### src/rtl/pool_channel_sched.sv
// Per-channel max-pooling scheduler: kicks an address generator, reads the feature buffer, writes window maxima.
// Optional build macro POOL_SCHED_RELU_EN clamps negative pooled results to zero before writing.
module pool_channel_sched #(
  parameter int unsigned ADDR_WIDTH    = 12,
  parameter int unsigned HEIGHT_WIDTH  = 7,
  parameter int unsigned KERSIZE_WIDTH = 5,
  parameter int unsigned DATA_WIDTH    = 16,
  parameter int unsigned CH_WIDTH      = 8
) (
  input  logic                           clk,
  input  logic                           reset,
  input  logic                           en,
  input  logic                           start,
  input  logic [HEIGHT_WIDTH-1:0]        h,
  input  logic [HEIGHT_WIDTH-1:0]        w,
  input  logic [KERSIZE_WIDTH-1:0]       k,
  input  logic [KERSIZE_WIDTH-1:0]       l,
  input  logic [CH_WIDTH-1:0]            c,
  input  logic [ADDR_WIDTH-1:0]          base_in,
  input  logic [ADDR_WIDTH-1:0]          base_out,
  output logic                           busy,
  output logic                           done,
  output logic                           err,
  output logic                           ag_start,
  output logic [HEIGHT_WIDTH-1:0]        ag_h,
  output logic [HEIGHT_WIDTH-1:0]        ag_w,
  output logic [KERSIZE_WIDTH-1:0]       ag_k,
  output logic [KERSIZE_WIDTH-1:0]       ag_l,
  input  logic                           ag_valid,
  input  logic                           ag_pack,
  input  logic                           ag_last,
  input  logic [ADDR_WIDTH-1:0]          ag_bias,
  output logic                           rd_en,
  output logic [ADDR_WIDTH-1:0]          rd_addr,
  input  logic signed [DATA_WIDTH-1:0]   rd_data,
  output logic                           wr_en,
  output logic [ADDR_WIDTH-1:0]          wr_addr,
  output logic signed [DATA_WIDTH-1:0]   wr_data
);

  localparam int unsigned PROD_W = 2 * HEIGHT_WIDTH;

  localparam logic [2:0] S_IDLE  = 3'd0;
  localparam logic [2:0] S_CHECK = 3'd1;
  localparam logic [2:0] S_KICK  = 3'd2;
  localparam logic [2:0] S_RUN   = 3'd3;
  localparam logic [2:0] S_DRAIN = 3'd4;
  localparam logic [2:0] S_NEXT  = 3'd5;

  logic [2:0]                    state;
  logic [2:0]                    state_next;
  logic [CH_WIDTH-1:0]           c_q;
  logic [ADDR_WIDTH-1:0]         base_in_q;
  logic [ADDR_WIDTH-1:0]         base_out_q;
  logic [ADDR_WIDTH-1:0]         in_base;
  logic [ADDR_WIDTH-1:0]         out_addr;
  logic [ADDR_WIDTH-1:0]         stride;
  logic [CH_WIDTH-1:0]           ch;
  logic                          first;
  logic signed [DATA_WIDTH-1:0]  acc;
  logic                          pack1;
  logic                          last1;
  logic                          d_valid;
  logic                          d_pack;
  logic                          d_last;

  logic                          cfg_bad_c;
  logic                          last_ch_c;
  logic                          accept_c;
  logic [PROD_W-1:0]             area_c;
  logic signed [DATA_WIDTH-1:0]  max_c;
  logic signed [DATA_WIDTH-1:0]  out_c;

  assign cfg_bad_c = (ag_h == '0) || (ag_w == '0) || (ag_k == '0) || (ag_l == '0) ||
                     (c_q == '0) || (32'(ag_k) > 32'(ag_h)) || (32'(ag_l) > 32'(ag_w));
  assign last_ch_c = (ch + CH_WIDTH'(1)) == c_q;
  assign accept_c  = ag_valid && ((state == S_RUN) || (state == S_DRAIN));
  assign area_c    = PROD_W'(ag_h) * PROD_W'(ag_w);
  assign max_c     = (first || (rd_data > acc)) ? rd_data : acc;

`ifdef POOL_SCHED_RELU_EN
  assign out_c = max_c[DATA_WIDTH-1] ? '0 : max_c;
`else
  assign out_c = max_c;
`endif

  // State register
  always_ff @(posedge clk) begin
    if (reset) state <= S_IDLE;
    else if (en) state <= state_next;
  end

  // Next-state logic
  always_comb begin
    state_next = state;
    case (state)
      S_IDLE:  if (start) state_next = S_CHECK;
      S_CHECK: state_next = cfg_bad_c ? S_IDLE : S_KICK;
      S_KICK:  state_next = S_RUN;
      S_RUN:   if (ag_valid && ag_last) state_next = S_DRAIN;
      S_DRAIN: if (d_valid && d_last) state_next = S_NEXT;
      S_NEXT:  state_next = last_ch_c ? S_IDLE : S_KICK;
      default: state_next = S_IDLE;
    endcase
  end

  // Registered outputs, job context and read/accumulate/write pipeline
  always_ff @(posedge clk) begin
    if (reset) begin
      busy       <= 1'b0;
      done       <= 1'b0;
      err        <= 1'b0;
      ag_start   <= 1'b0;
      ag_h       <= '0;
      ag_w       <= '0;
      ag_k       <= '0;
      ag_l       <= '0;
      c_q        <= '0;
      base_in_q  <= '0;
      base_out_q <= '0;
      in_base    <= '0;
      out_addr   <= '0;
      stride     <= '0;
      ch         <= '0;
      first      <= 1'b0;
      acc        <= '0;
      rd_en      <= 1'b0;
      rd_addr    <= '0;
      pack1      <= 1'b0;
      last1      <= 1'b0;
      d_valid    <= 1'b0;
      d_pack     <= 1'b0;
      d_last     <= 1'b0;
      wr_en      <= 1'b0;
      wr_addr    <= '0;
      wr_data    <= '0;
    end else if (en) begin
      busy     <= state_next != S_IDLE;
      done     <= ((state == S_CHECK) && cfg_bad_c) || ((state == S_NEXT) && last_ch_c);
      err      <= (state == S_CHECK) && cfg_bad_c;
      ag_start <= state_next == S_KICK;

      if ((state == S_IDLE) && start) begin
        ag_h       <= h;
        ag_w       <= w;
        ag_k       <= k;
        ag_l       <= l;
        c_q        <= c;
        base_in_q  <= base_in;
        base_out_q <= base_out;
      end

      if ((state == S_CHECK) && !cfg_bad_c) begin
        in_base  <= base_in_q;
        out_addr <= base_out_q;
        ch       <= '0;
        stride   <= ADDR_WIDTH'(area_c);
      end

      if (state == S_NEXT) begin
        ch <= ch + CH_WIDTH'(1);
        if (!last_ch_c) in_base <= in_base + stride;
      end

      if (state == S_KICK) first <= 1'b1;

      rd_en <= accept_c;
      pack1 <= accept_c && ag_pack;
      last1 <= accept_c && ag_last;
      if (accept_c) rd_addr <= in_base + ag_bias;

      d_valid <= rd_en;
      d_pack  <= pack1;
      d_last  <= last1;

      // A packed read closes the window: emit it and restart the max on the next read
      wr_en <= d_valid && d_pack;
      if (d_valid) begin
        acc   <= max_c;
        first <= d_pack;
        if (d_pack) begin
          wr_data  <= out_c;
          wr_addr  <= out_addr;
          out_addr <= out_addr + ADDR_WIDTH'(1);
        end
      end
    end
  end

endmodule

### config.mk
export PLATFORM = sky130hd
export DESIGN_NAME = pool_channel_sched
export DESIGN_NICKNAME = d
export VERILOG_FILES = /design/src/rtl/pool_channel_sched.sv
export SDC_FILE = /design/constraint.sdc
export NUM_CORES = 1
export LEC_CHECK = 0
export BUFFER_PORTS_ARGS = -buffer_cell sky130_fd_sc_hd__buf_2
export CAP_MARGIN = 20
export CORE_ASPECT_RATIO = 0.5
export CORE_MARGIN = 10
export CORE_UTILIZATION = 52
export CTS_CLUSTER_SIZE = 14
export DETAILED_ROUTE_END_ITERATION = 10
export PLACE_DENSITY = 0.77
export SLEW_MARGIN = 15
export SYNTH_ARGS = -nofsm -noshare
export SYNTH_HDL_FRONTEND = slang
export SYNTH_SLANG_ARGS = --single-unit
### constraint.sdc
create_clock -name clk -period 4.5 [get_ports clk]
set_clock_uncertainty 0.15 [all_clocks]
set_input_delay 0.45 -clock clk [delete_from_list [all_inputs] [get_ports clk]]
set_output_delay 0.45 -clock clk [all_outputs]
set_load 0.02 [all_outputs]
# Word level (Yosys, flattened, before mapping)
# Cells that the tools add are included.
[word_totals]
regBits = 171
latch_bits = 0
ram_bits = 0
mem_bits_ro = 0
in_bits = 91
out_inout_bits = 70
elab_cells = 96
memories = 0
[classes]
addsub = 4
n_mul = 1
n_div = 0
order_cmp = 3
n_eq_ne = 7
n_shift = 0
n_mux = 17
bitwise_logic = 0
reduce_logical = 36
[op_table]
columns = ["operator", "n"]
rows = [
  ["$mux 12", 6],
  ["$add 12x12->12", 2],
  ["$pmux 3 s6", 1],
  ["$gt 16x16->1", 1],
  ["$mux 16", 1],
  ["$mux 8", 2],
  ["$gt 5x7->1", 2],
  ["$logic_not 7->1", 2],
  ["$add 12x1->12 const B", 1],
  ["$mul 7x7->12", 1],
  ["$reduce_and 2->1", 6],
  ["$logic_and 1x1->1", 10],
  ["$logic_not 5->1", 2],
  ["$eq 3x2->1 const B", 3],
  ["$logic_or 1x1->1", 9],
  ["$mux 3", 3],
  ["$add 8x1->8 const B", 1],
  ["$eq 8x8->1", 1],
  ["$logic_not 8->1", 1],
  ["$eq 3x3->1 const B", 2],
  ["$mux 2", 2],
  ["$reduce_bool 2->1", 2],
  ["$eq 3x1->1 const B", 1],
  ["$logic_not 3->1", 1],
  ["other kinds (4)", 5],
]

# Depth between registers and ports, before layout
# Gate-level depths: netlist (run 1).
[depth]
ltp_word = 12
mapped_depth = 17
depth_no_buf = 17

# Worst setup path after synthesis (run 1)
# Ideal clock, no wire load.
[synth_path]
path_type = "register -> register"
startpoint = "register ag_w[5]"
endpoint = "register stride[11]"
setup_time_ns = 0.070
t_arrival_ns = 4.211
t_required_ns = 4.280
path_slack_ns = 0.069
path_stages_with_launch = 16
n_path_buf = 1
synth_period_minus_slack_ns = 4.431
cell_sequence = "dfxtp_1 -> clkbuf_1 -> nand2_1 -> fa_1 -> fa_1 -> inv_1 -> fa_1 -> inv_1 -> fa_1 -> inv_1 -> ha_1 -> a2111o_1 -> a41oi_1 -> xnor2_1 -> nand2_1 -> a21oi_1"
[synth_via]
elab_chain_len = 10
word_cells_on_any_way = 12
classes_between = "1 x mul; 1 x order compare; 10 x reduce/logical"
[synth_rtl]
columns = ["element", "line", "text"]
rows = [
  ["start, declared", "26", "output logic [HEIGHT_WIDTH-1:0] ag_w,"],
  ["start signal, assigned", "145", "ag_w <= w;"],
  ["branches (longest 10 deep; another with $mul 7x7->12)", "-", ""],
  ["end signal, assigned", "157", "stride <= ADDR_WIDTH'(area_c);"],
  ["end, declared", "57", "logic [ADDR_WIDTH-1:0] stride;"],
]
# Parallel ways; which one is timed is not known.
# A chain may end at the register's enable or synchronous reset.

# Worst setup path after layout (run 1)
[layout_path]
startpoint = "register ag_h[3]"
endpoint = "register stride[11]"
[layout_via]
elab_chain_len = 10
word_cells_on_any_way = 12
classes_between = "1 x mul; 1 x order compare; 10 x reduce/logical"
[layout_rtl]
columns = ["element", "line", "text"]
rows = [
  ["start, declared", "25", "output logic [HEIGHT_WIDTH-1:0] ag_h,"],
  ["start signal, assigned", "144", "ag_h <= h;"],
  ["branches (longest 10 deep; another with $mul 7x7->12)", "-", ""],
]
# Parallel ways; which one is timed is not known.

==> results of run 1 <==
-- how the worst max path moves through the flow --
stage | to | depth (start not counted) | from | slack, ns
after floorplan | stride[11] | 15 | ag_w[5] | 0.07
after global placement | stride[11] | 16 | ag_h[3] | 0.19
after detailed placement | stride[11] | 16 | ag_h[3] | 0.05
after CTS | stride[11] | 16 | ag_w[2] | 0.02
after global routing | stride[11] | 16 | ag_h[3] | -0.02
final | stride[11] | 16 | ag_h[3] | 0.08
-- power groups by stage --
stage / Combinational (uW) / Clock, uW / Sequential, uW
floorplan: 187 / 0 / 1610
global placement: 314 / 0 / 1600
detailed placement: 322 / 0 / 1600
CTS: 325 / 1580 / 1560
global route: 364 / 1630 / 1570
finish: 327 / 1560 / 1560
-- per-layer routing --
layer | wire (um) | track usage [%] | vias up
met1 | 12600 | 27.1 | 4393
met5 | 0 | 0 | -
met4 | 465 | 6.38 | 0
li1 | - | - | 4493
met2 | 13000 | 35.2 | 318
met3 | 1750 | 4.75 | 38
-- what timing repair did --
item / 4_1_cts / 5_1_grt
resized for setup: 3 / 8
buffers inserted: 0 / 0
cloned: 0 / 0
endpoints found under the setup margin: 1 / 3
-- cells by family (layout without fill, tap and decap cells) --
logic type | count (synthesis) | in the layout | synth area share, %
AOI/OAI and AO/OA | 293 | 293 | 17.0
xor gates and xnor gates | 39 | 39 | 3.53
adders and majority gates | 100 | 100 | 14.5
buffers and inverters | 139 | 286 | 5.72
DFF | 171 | 171 | 34.6
muxes | 40 | 40 | 4.10
and+or+nand+nor | 451 | 451 | 20.5
-- critical path: cells and delay by family (launching register included) --
kind | cells | cell delay [ns]
adders and majority gates | 5 | 2.42
and+or+nand+nor | 2 | 0.14
DFF | 1 | 0.33
buffers and inverters | 5 | 0.34
AOI/OAI and AO/OA | 3 | 0.83
xor gates and xnor gates | 1 | 0.14
-- state kept, by name (all words and copies together) (netlist names), 3 cells and up --
name and count:
rd_addr 12, ag_w 7, ag_h 7, base_out_q 12, wr_data 16, ag_k 5
in_base 12, stride 12, out_addr 12, ag_l 5, state 3, base_in_q 12
acc 16, wr_addr 12, c_q 8, ch 8
-- area by class of cell --
class | count | area share, %
Sequential cell | 171 | 29.7
Tap cell | 259 | 2.81
Multi-Input combinational cell | 923 | 51.3
Inverter | 73 | 2.38
Clock buffer | 17 | 3.69
Timing Repair Buffer | 181 | 8.33
Clock inverter | 15 | 1.76
-- cell usage in the layout (no fill, tap or decap), types with 22 or more instances in the layout --
cell | netlist | final
buf_4 | 5 | 22
o21ai_0 | 50 | 49
mux2i_1 | 36 | 36
fa_1 | 25 | 25
nor3_1 | 26 | 26
nand2_1 | 214 | 214
dfxtp_1 | 171 | 169
buf_2 | 2 | 159
nor2_1 | 93 | 92
ha_1 | 75 | 75
a21oi_1 | 165 | 165
nand3_1 | 31 | 30
and2_1 | 22 | 22
xnor2_1 | 29 | 29
inv_1 | 72 | 67
-- per-stage QoR --
| step | hold WS [ns] | std cells | area, um2 |
|---|---|---|---|
| after floorplan | 0.282 | 1233 | 9890 |
| after global placement | 0.290 | 1607 | 10900 |
| after detailed placement | 0.295 | 1607 | 10900 |
| after CTS | 0.0767 | 1639 | 11500 |
| after global routing | 0.0825 | 1639 | 11500 |
| final | 0.0948 | 1639 | 11500 |
==> impl_metrics.json, run 1 <==
{
  "status": "finished, final reports clean",
  "async_flop_share_pct": 0,
  "yosys.area.top_type_share_pct": 34.6,
  "synthDistinctLibCells": 64,
  "power_frac_seq_pct": 45.4,
  "drt_iter0_drc": 784,
  "min_period_ns": 4.42,
  "cts_tree": "done",
  "via_per_inst": 5.64,
  "worstPathArrival_ns": 4.63,
  "ys_seq_area_share_pct": 34.6,
  "slew_headroom_pct": 32.0,
  "gp_congestion": 0.930,
  "io_pins": 161,
  "ff2ff_setup_slack_ns": 0.08,
  "initial_core_util_pct": 53.4,
  "cts_buffers": 17,
  "post-route-period-util_pct": 98.1,
  "setup_ws_ns": 0.0836,
  "critPathMaxFanout": 5,
  "end_kind": "register",
  "grt_start_max_net_pins": 92,
  "core_um2": 18500,
  "drt_wl_total_mm": 27.7,
  "worstSetupPathType": "register to register",
  "via_count": 9242,
  "hold_viol": 0,
  "regToRegEndpoint": "stride[11]",
  "synth_warnings": 0,
  "grt_pass1_vias": 9059,
  "holdBufCountCts": 0,
  "grtUsageTotal_pct": 21.2,
  "synth_flop_cell": "dfxtp_1",
  "h-tree-depth": 4,
  "diodes": 0,
  "slowest_stage": "fa_1",
  "seqCellArea_um2": 3430,
  "clockBufferDepth": 2,
  "first_pass_iters": 5,
  "swShare_pct": 26.9,
  "insertion_delay_ns": 0.43,
  "ys_seq_elements": 171,
  "pre_cts_ws_ns": 0.0488,
  "syn_inst": 1233,
  "cts.reportedPaths.clkPinSlew_ns": 0.08,
  "yosysMostFrequentCell": "nand2_1",
  "dieWidth_um": 215,
  "power.density_nw_per_um2": 299,
  "drv_cap": 0,
  "antenna_found_initial": 0,
  "clock_sinks": 171,
  "peakVddDrop_mv": 0.294,
  "num_rows": 35,
  "wire_per_inst_um": 16.9,
  "r2r_start": "ag_h[3]",
  "fin_tns_setup_ns": 0,
  "die_h_um": 118,
  "synth_fp_nets": 1424,
  "portBuffers": 160,
  "slew_violations": 0,
  "synthTopCellsByArea": "dfxtp_1 35%, ha_1 9.5%, a21oi_1 8.4%",
  "utilization_pct": 62.3,
  "cell_internal_pwr_uw": 2520,
  "tightest_slew_ns": 1.02,
  "syn_area_per_cell_um2": 8.02,
  "synth_commonest_cells": "214 x nand2_1, 171 x dfxtp_1, 165 x a21oi_1, 93 x nor2_1, 75 x ha_1",
  "clockPowerShare_pct": 45.1,
  "setup_violations": 0,
  "final_layout_size_suffix_gt1_share_pct": 17.3,
  "worstHoldEndpoint": "rd_addr[4]",
  "clock.fmax_mhz": 226,
  "cp_cell_sequence": "inv_2 > nor2_1 > fa_1 > inv_1 > fa_1 > inv_1 > fa_1 > inv_1 > fa_1 > inv_1 > ha_1 > a2111o_1 > a41oi_2 > xnor2_1 > nand2_1 > a21oi_1",
  "syn_area_um2": 9890,
  "switching_power_uw": 927,
  "fin_nets": 1558,
  "grt_pass1_wl_mm": 45.3,
  "clock-root-buffer": "clkbuf_16",
  "hold_path.class": "primary input to register",
  "power_uw": 3450,
  "pwr-share-comb_pct": 9.5,
  "p_leak_uw": 0.00517,
  "synth_edf_count": 0,
  "worstHoldStart": "reset",
  "die_area_um2": 25300,
  "ant_nets": 0,
  "rsz0062_at_grt": "true",
  "drc": 0,
  "required_ns": 4.72,
  "dp_hpwl_mm": 20.7,
  "hold_depth": 2,
  "multiInputGateArea_um2": 5920,
  "fillers": 1673,
  "r2r_cells": 16,
  "syn_to_final_growth_pct": 16.6,
  "yosys.area.top_type": "dfxtp_1",
  "startpoint_type": "register",
  "grt-ovfl-total": 0,
  "cp_slowest_stage_delay_ns": 0.56
}
No activity file was read; power rests on OpenSTA's default activity.
==> run 2: changes to the inputs <==
--- a/config.mk
+++ b/config.mk
@@ -9,10 +9,10 @@
 export CAP_MARGIN = 20
 export CORE_ASPECT_RATIO = 0.5
 export CORE_MARGIN = 10
-export CORE_UTILIZATION = 52
+export CORE_UTILIZATION = 45
 export CTS_CLUSTER_SIZE = 14
 export DETAILED_ROUTE_END_ITERATION = 10
-export PLACE_DENSITY = 0.77
+export PLACE_DENSITY = 0.74
 export SLEW_MARGIN = 15
 export SYNTH_ARGS = -nofsm -noshare
 export SYNTH_HDL_FRONTEND = slang
==> impl_metrics.json, run 2 (synthesis results as in run 1) <==
{
  "startpoint_type": "register",
  "dp.cells": 1647,
  "fillers": 2062,
  "initial_core_util_pct": 45.7,
  "reg_top3": "acc x16, wr_data x16",
  "end_kind": "register",
  "slowest_stage": "fa_1",
  "swShare_pct": 26.4,
  "critPathTopFamily": "adder cells",
  "portBuffers": 160,
  "p_leak_uw": 0.00514,
  "slew_violations": 0,
  "min_period_ns": 4.27,
  "worstHoldStart": "base_in[8]",
  "post-route-period-util_pct": 94.9,
  "stdcell_count": 1680,
  "hold_path.class": "primary input to register",
  "ant_nets": 0,
  "first_pass_iters": 5,
  "cts_setup_buffers": 0,
  "switching_power_uw": 897,
  "peakVddDrop_mv": 0.228,
  "io_pins": 161,
  "grt_start_max_net_pins": 97,
  "fin_tns_setup_ns": 0,
  "fin_nets": 1557,
  "gp_congestion": 0.887,
  "pwr-share-comb_pct": 9.5,
  "die_area_um2": 28700,
  "required_ns": 4.72,
  "cts_buffers": 17,
  "path_buf_inv": 3,
  "power.density_nw_per_um2": 294,
  "worstHoldEndpoint": "base_in_q[8]",
  "final_common_cell": "nand2_1",
  "cts.reportedPaths.clkPinSlew_ns": 0.07,
  "critPathLaunch": "ag_w[6]",
  "r2r_cells": 15,
  "drc": 0,
  "final_layout_size_suffix_gt1_share_pct": 17.1,
  "via_per_inst": 5.37,
  "slew_headroom_pct": 30.3,
  "r2r_start": "ag_w[6]",
  "rsz0062_at_grt": "false",
  "num_rows": 38,
  "drv_cap": 0,
  "critPathMaxFanout": 8,
  "via_count": 9020,
  "ff2ff_setup_slack_ns": 0.23,
  "dp_hpwl_mm": 20.5,
  "regToRegEndpoint": "stride[11]",
  "utilization_pct": 53.4,
  "syn_to_final_growth_pct": 16.8,
  "dieWidth_um": 230,
  "cell_internal_pwr_uw": 2500,
  "drt_iter0_drc": 604,
  "tightest_slew_ns": 1.05,
  "power_frac_seq_pct": 46.1,
  "antenna_found_initial": 1,
  "worstPathArrival_ns": 4.49,
  "hold_viol": 0,
  "clockPowerShare_pct": 44.4,
  "core_um2": 21600,
  "cp_slowest_stage_delay_ns": 0.54,
  "insertion_delay_ns": 0.45,
  "h-tree-depth": 4,
  "die_h_um": 125,
  "clockBufferDepth": 2,
  "grt_pass1_wl_mm": 44.9,
  "wire_per_inst_um": 16.4,
  "worstSetupPathType": "register to register",
  "clock.fmax_mhz": 234,
  "hold_depth": 3,
  "crit_top_cell": "fa_1",
  "grt_pass1_vias": 8835,
  "drt_wl_total_mm": 27.6,
  "grt-ovfl-total": 0,
  "status": "finished, final reports clean",
  "clock_sinks": 171,
  "setup_violations": 0,
  "clock-root-buffer": "clkbuf_16",
  "final_cell_mix": "214 x nand2_1, 168 x dfxtp_1, 165 x a21oi_1",
  "cts_tree": "done",
  "cp_cell_sequence": "buf_4 > and2_1 > fa_1 > fa_1 > inv_1 > fa_1 > inv_1 > ha_1 > ha_1 > or2_2 > o31a_1 > a41oi_2 > xnor2_1 > nand2_1 > a21oi_1",
  "hold-worst-slack_ns": 0.0798,
  "grtUsageTotal_pct": 19.0
}
run 2: cell count changes in the layout (fill, tap and decap cells not counted), sizes merged:
cell / previous run / this run
clkinv: 8 / 6
clkinvlp: 0 / 2
buf: 181 / 180
diode: 0 / 1
run 2: cell type report:
class / instances / area (um2) / area share [%]
Timing Repair Buffer: 180 / 953 / 8.25
Antenna cell: 1 / 2.50 / 0.0217
Clock inverter: 15 / 164 / 1.42
Sequential cell: 171 / 3430 / 29.7
Multi-Input combinational cell: 923 / 5930 / 51.3
Tap cell: 300 / 375 / 3.25
Clock buffer: 17 / 425 / 3.68
Inverter: 73 / 274 / 2.37
run 2: worst max-delay path by stage:
stage,endpoint,slack (ns),cells after the start
floorplan,stride[11],0.07,15
global placement,stride[11],0.17,16
detailed placement,stride[11],0.07,14
CTS,stride[11],0.04,14
global route,stride[11],0.04,16
finish,stride[11],0.23,15
run 2: tightest hold or removal path: cells and delay by family:
family                 cells  cell delay (ns)
AO/OA/AOI/OAI              1             0.05
buffers and inverters      1             0.10
AND/OR/NAND/NOR            1             0.04
run 2: metal layers:
metal	vias up	part of all wire [%]	track usage [%]
li1	4497	-	-
met1	4264	46	24.0
met2	227	47	31.3
met3	32	5.6	5.03
met4	0	1.6	5.27
met5	-	0	0
run 2: power by group through the flow:
stage | Sequential, uW | Combinational (uW) | Clock, uW
final | 1570 | 323 | 1510
after global routing | 1570 | 361 | 1600
after CTS | 1570 | 323 | 1530
after detailed placement | 1600 | 321 | 0
after global placement | 1600 | 314 | 0
after floorplan | 1610 | 187 | 0
run 2: stage by stage:
step / power (uW) / cell area (um2) / setup WS (ns)
after detailed placement: 1920 / 10900 / 0.0686
after global routing: 3530 / 11600 / 0.0377
after CTS: 3420 / 11500 / 0.0399
final: 3400 / 11600 / 0.231
after global placement: 1910 / 10900 / 0.174
after floorplan: 1800 / 9890 / 0.0689
run 2: what timing repair did:
action	CTS	global route
gates resized for setup	0	8
setup endpoints to repair	0	4
hold buffers	0	0
